### src/rtl/fpadd_arbiter.sv
// rtl/fpadd_arbiter.sv - round-robin arbiter sharing one Go/Ready floating-point adder among NREQ requesters
// Define FPADD_ARB_TIMEOUT_EN to add a TIMEOUT-cycle wait-state watchdog that completes with Error.
module fpadd_arbiter #(
  parameter int NREQ         = 4,
  parameter int EXPBITS      = 8,
  parameter int MANTISSABITS = 23,
  parameter int TIMEOUT      = 64,
  localparam int W           = 1 + EXPBITS + MANTISSABITS
) (
  input  logic            Clock,
  input  logic            Reset,
  input  logic [NREQ-1:0] Req,
  input  logic [NREQ*W-1:0] OpA,
  input  logic [NREQ*W-1:0] OpB,
  output logic [NREQ-1:0] Grant,
  output logic [NREQ-1:0] Done,
  output logic [W-1:0]    Result,
  output logic            Error,
  output logic            AdderGo,
  output logic [W-1:0]    AdderA,
  output logic [W-1:0]    AdderB,
  input  logic            AdderReady,
  input  logic [W-1:0]    AdderResult
);
  localparam int PW = (NREQ > 1) ? $clog2(NREQ) : 1;

  typedef enum logic [2:0] {IDLE, ISSUE, WAITLOW, WAITHIGH, RESP} state_t;

  state_t        state;
  logic [PW-1:0] ptr;
  logic [PW-1:0] win;
  logic [PW-1:0] cand;
  logic [PW-1:0] next_ptr;
  logic          found;
  logic [W-1:0]  op_a [NREQ];
  logic [W-1:0]  op_b [NREQ];

  for (genvar i = 0; i < NREQ; i++) begin : g_slice
    assign op_a[i] = OpA[i*W +: W];
    assign op_b[i] = OpB[i*W +: W];
  end

  // First requester at or above the pointer, wrapping; the pointer slot has top priority.
  always_comb begin
    found = 1'b0;
    win   = '0;
    cand  = '0;
    for (int k = 0; k < NREQ; k++) begin
      cand = PW'((int'(ptr) + k) % NREQ);
      if (!found && Req[cand]) begin
        found = 1'b1;
        win   = cand;
      end
    end
  end

  assign next_ptr = PW'((int'(win) + 1) % NREQ);

`ifdef FPADD_ARB_TIMEOUT_EN
  localparam int CW = $clog2(TIMEOUT + 1);
  logic [CW-1:0] wait_cnt;
  logic          timed_out;
  // Fires on the edge where the count reaches TIMEOUT cycles spent waiting.
  assign timed_out = (wait_cnt == CW'(TIMEOUT - 1));
`else
  // Watchdog compiled out: Error is constant 0.
  assign Error = (TIMEOUT < 0);
`endif

  always_ff @(posedge Clock) begin
    if (Reset) begin
      state   <= IDLE;
      ptr     <= '0;
      Grant   <= '0;
      Done    <= '0;
      AdderGo <= 1'b0;
      Result  <= '0;
      AdderA  <= '0;
      AdderB  <= '0;
`ifdef FPADD_ARB_TIMEOUT_EN
      Error    <= 1'b0;
      wait_cnt <= '0;
`endif
    end else begin
      Done    <= '0;
      AdderGo <= 1'b0;
`ifdef FPADD_ARB_TIMEOUT_EN
      Error   <= 1'b0;
`endif
      case (state)
        IDLE: begin
          if (found) begin
            Grant   <= NREQ'(1) << win;
            AdderA  <= op_a[win];
            AdderB  <= op_b[win];
            ptr     <= next_ptr;
            AdderGo <= 1'b1;
            state   <= ISSUE;
          end
        end
        ISSUE: begin
          state <= WAITLOW;
`ifdef FPADD_ARB_TIMEOUT_EN
          wait_cnt <= '0;
`endif
        end
        // A Ready still high here is left over from the previous operation.
        WAITLOW: begin
`ifdef FPADD_ARB_TIMEOUT_EN
          wait_cnt <= wait_cnt + CW'(1);
          if (timed_out) begin
            Done   <= Grant;
            Grant  <= '0;
            Result <= '0;
            Error  <= 1'b1;
            state  <= RESP;
          end else if (!AdderReady) begin
            state <= WAITHIGH;
          end
`else
          if (!AdderReady) state <= WAITHIGH;
`endif
        end
        WAITHIGH: begin
`ifdef FPADD_ARB_TIMEOUT_EN
          wait_cnt <= wait_cnt + CW'(1);
`endif
          if (AdderReady) begin
            Result <= AdderResult;
            Done   <= Grant;
            Grant  <= '0;
            state  <= RESP;
          end
`ifdef FPADD_ARB_TIMEOUT_EN
          else if (timed_out) begin
            Done   <= Grant;
            Grant  <= '0;
            Result <= '0;
            Error  <= 1'b1;
            state  <= RESP;
          end
`endif
        end
        RESP: state <= IDLE;
        default: state <= IDLE;
      endcase
    end
  end

endmodule

### config.mk
export PLATFORM = sky130hd
export DESIGN_NAME = fpadd_arbiter
export DESIGN_NICKNAME = d
export VERILOG_FILES = /design/src/rtl/fpadd_arbiter.sv
export SDC_FILE = /design/constraint.sdc
export NUM_CORES = 1
export LEC_CHECK = 0
export CAP_MARGIN = 20
export CORE_AREA = 2 2 156 158
export CTS_CLUSTER_SIZE = 24
export DETAILED_ROUTE_END_ITERATION = 6
export DIE_AREA = 0 0 158 160
export SYNTH_ARGS = -nofsm -noshare
export SYNTH_HDL_FRONTEND = slang
export SYNTH_SLANG_ARGS = --single-unit
### constraint.sdc
create_clock -name Clock -period 2.4 [get_ports Clock]
set_input_delay 0.48 -clock Clock [delete_from_list [all_inputs] [get_ports Clock]]
set_output_delay 0.48 -clock Clock [all_outputs]
set_load 0.005 [all_outputs]
# Word-level counts from Yosys, hierarchy flattened
# Index checks and enable logic that the tools add are counted.
# word_totals
register_bits	110
out_inout_bits	106
word_cells	72
# op_classes
n_addsub	4
n_lt_le_gt_ge	5
eq_ne	6
n_shift	1
muxes	30
bitwise_logic	4
reduce_logical	14
# ops
operator	count
$bmux 32 s2	2
$mux 32	4
$lt 2x3->1 const B	4
$pmux 3 s4	1
$mux 1	9
$mux 3	3
$bmux 1 s2	4
$mux 2	4
$mux 4	2
$pmux 4 s2	1
$eq 3x2->1 const B	2
$ne 2x2->1 const B	3
$reduce_and 3->1	2
$add 2x1->2 const B	2
$add 2x2->2 const B	2
$reduce_and 2->1	2
$shl 1x2->4 const A	1
$eq 3x1->1 const B	1
$ge 3x3->1 const B	1
$logic_and 1x1->1	3
$logic_not 1->1	3
$logic_not 3->1	1
$not 1->1	3
$not 2->3	1
3 further kinds	3

# Logic depth before layout (Yosys ltp)
# depth
depth_word	16
ltp_mapped	8

# Worst setup path before layout
# OpenSTA, ideal clock, no wires.
# synth_path
path_type	input to register
start	input Req[3]
end	register AdderB[17]
t_arrival_ns	1.859
t_required_ns	2.273
slack_ns	0.414
cell_stages	8
n_path_buf	4
cell_sequence	clkbuf_2 > or4_4 > and3b_1 > buf_2 > buf_6 > buf_6 > o21bai_2 > a31oi_1
# synth_via
elab_chain_cells	16
word_cells_on_any_way	27
# synth_lines
element	line	source
start, declared	12	input logic [NREQ-1:0] Req,
$bmux 1 s2	50	if (!found && Req[cand]) begin
$mux 1 (implied by the code)	50	
$mux 1	50	
$logic_not 1->1	50	
$logic_and 1x1->1	50	
$mux 1	50	
$logic_not 1->1	50	
$logic_and 1x1->1	50	
$mux 1	50	
$logic_not 1->1	50	
$logic_and 1x1->1	50	
$mux 2	50	
$not 2->3 (implied by the code)	95	AdderB <= op_b[win];
$bmux 32 s2	95	
$mux 32 (implied by the code) (2 in series)	95	
end signal, assigned	95	
end, declared	21	output logic [W-1:0] AdderB,
# Several ways; a longest one is shown, not always the timed one. The select of a mux whose other input is x is not followed.
# A chain may end at the register's enable or synchronous reset.

# Worst setup path after layout
# layout_path
start	input Req[0]
end	register AdderB[24]
# Same word-level chain as after synthesis.

==> metrics <==
status complete, no violations; Register Area 2200 µm²; Gate power share 40.1%; Post-Route WL 26700 µm; CP required 2630 ps; period utilization 81.7%; Peak VDD IR 0.313 mV; worst-path maximum fanout 37; Rows 57; Post-Syn Area 5840 µm²; number of synthesized flops with an enable pin 0; WHS 455 ps; CTS Buffer Depth 2; WS Path Type primary input to register; Seq cells post-synth 110; drt drc 0; Multi-input gate area 3280 µm²; vias in the first global route 6917; Antenna Cells 0; switching power 2.05 mW; sequential power share 34.7%; Worst Setup Start Kind primary input; FF-to-FF setup slack 600 ps; clock slew at reported path FFs 70 ps; Max Slew Vio Count 0; Synth area leaders dfxtp_1, a31oi_1, a22oi_1; Worst setup endpoint AdderB[24]; layout cells sized above 1 5.79%; first drt pass iteration count 5; nets 1378; root buf cell clkbuf_16; global-route wire length before repair 39400 µm; Die ar. 25300 µm²; FILL cells 2431; largest net degree at the start of global routing 42; GR Overflow Total 0; post-CTS setup buffer count 0; R2R cell count 5; switching part of the total power 32.2%; internal power 4.33 mW; Final Hold Vio Count 0; initial antenna violation count 0; Setup WS post-layout 438 ps; dpl cell area 10300 µm²; post-synth top area share 37.7%; FF-to-FF Start ptr[1]; post-synthesis cell type count 35; Port Buffers 399; post-DP HPWL 19300 µm; Worst Skew 10.3 ps; Synth async-reset ratio 0%; synth warn 0; Primary FF master, synth dfxtp_1; Sink Count 110; Max Cap Viol 0; post-synth top area cell dfxtp_1; CTS buffer count 9; Initial Util 24.5%; CP endpoint kind register; fin area 10600 µm²; hold_buf cts 0; Post-Synthesis Cells 740; Max Clk Rate 510 MHz; commonest non-fill, non-tap cells in the layout clkdlybuf4s50_1, a31oi_1, dfxtp_1; Area Overhead vs Synth 82.1%; CTS tree yes; Setup TNS 0 ps; WL/cell 18.9 µm; Leakage 3.89 nW; CP Launch Point Req[0]; Via Count 7220; CTS H-tree lvls 3; pre-CTS setup slack 44.0 ps; DRT iter0 DRCs 405; Die Wd 158 µm; Via-to-Cell Ratio 5.11; DRT antenna net count 0; GRT Total Usage 19.9%; Core Region 23800 µm²; RSZ-0062 raised after global routing false; most common cell after layout, fill and taps aside clkdlybuf4s50_1; Tot Pwr 6.38 mW; DIE HEIGHT 160 µm; global placer's final weighted congestion 0.832; Clock power frac 25.2%; Tmin final 1960 ps; PD cells 600 nW/µm²; worst skew pair latency 350 ps; cts repair resizes 0; syn_nets 1035; final setup fails 0; Avg Cell Area, Syn 7.89 µm²; Crit path arrival time 2190 ps; min-delay worst type register to register; post-synthesis sequential area ratio 37.7%; Ports 401; worst reg2reg path endpoint AdderB[24]
==> worst max-delay path, cell delays in order <==
cell and delay, ps:
clkdlybuf4s50_1 610, nand2b_1 120, a221o_2 410, buf_12 200, a31oi_1 240, a31oi_1 110
==> layer usage <==
| layer | track usage, % | vias to the layer above | share of wire, % |
|---|---|---|---|
| met4 | 6.51 | 0 | 2.3 |
| li1 | - | 3481 | - |
| met3 | 5.64 | 35 | 9.1 |
| met1 | 23.6 | 3381 | 39 |
| met2 | 34.4 | 323 | 49 |
| met5 | 0 | - | 0 |
==> cell usage after synthesis (2+ instances only) <==
library cell and number:
and2_1 4, o21ai_0 66, nor3_1 3, buf_1 2, o21ai_1 5, clkbuf_1 74
o21bai_2 6, nor2b_1 3, a22oi_1 64, a31oi_1 128, nor2_1 6, o21bai_1 59
nand2b_1 5, a211oi_1 2, nor4_1 2, a21oi_1 40, buf_6 3, dfxtp_1 110
buf_4 2, buf_2 13, nand2_1 65, and3_1 65
==> layout make-up <==
cell class	count	area share, %
Timing Repair Buffer	427	41.7
Sequential cell	110	20.7
Clock inverter	6	0.718
Multi-Input combinational cell	534	30.8
Clock buffer	10	2.25
Tap cell	324	3.81
Inverter	1	0.0353
==> logic make-up after synthesis <==
kind of cell / Yosys count / share of synthesized area (%)
flops: 110 / 37.7
simple gates: 159 / 14.2
other cells: 1 / 0.0642
buf+inv: 96 / 6.98
compound gates: 374 / 41.1
==> state kept, by name (all words and copies together), names as in the netlist <==
signal and flops:
AdderA 32, AdderB 32, Result 32, Done 4
Grant 4, state 3, ptr 2, AdderGo 1
==> power groups by stage <==
stage	Combinational, mW	Sequential [mW]	Clock, mW
6_report	2.56	2.21	1.61
5_1_grt	2.77	2.24	1.74
4_1_cts	2.58	2.22	1.66
2_1_floorplan	1.08	2.25	0
3_3_place_gp	2.58	2.25	0
3_5_place_dp	2.58	2.25	0
==> metrics by stage <==
step	instances	utilization (%)
2_1_floorplan	740	-
3_3_place_gp	1396	43.3
3_5_place_dp	1396	43.3
4_1_cts	1412	44.6
5_1_grt	1412	44.6
6_report	1412	44.6
==> worst min-delay path by stage <==
stage,startpoint,end,slack [ps],cells after the start
after floorplan,Result[0],Result[0],450,2
after global placement,Result[21],Result[21],440,2
after detailed placement,Result[24],Result[24],450,2
after CTS,Result[24],Result[24],460,2
after global routing,Result[24],Result[24],470,2
final,Result[24],Result[24],450,2
(Power assumes the default switching activity.)
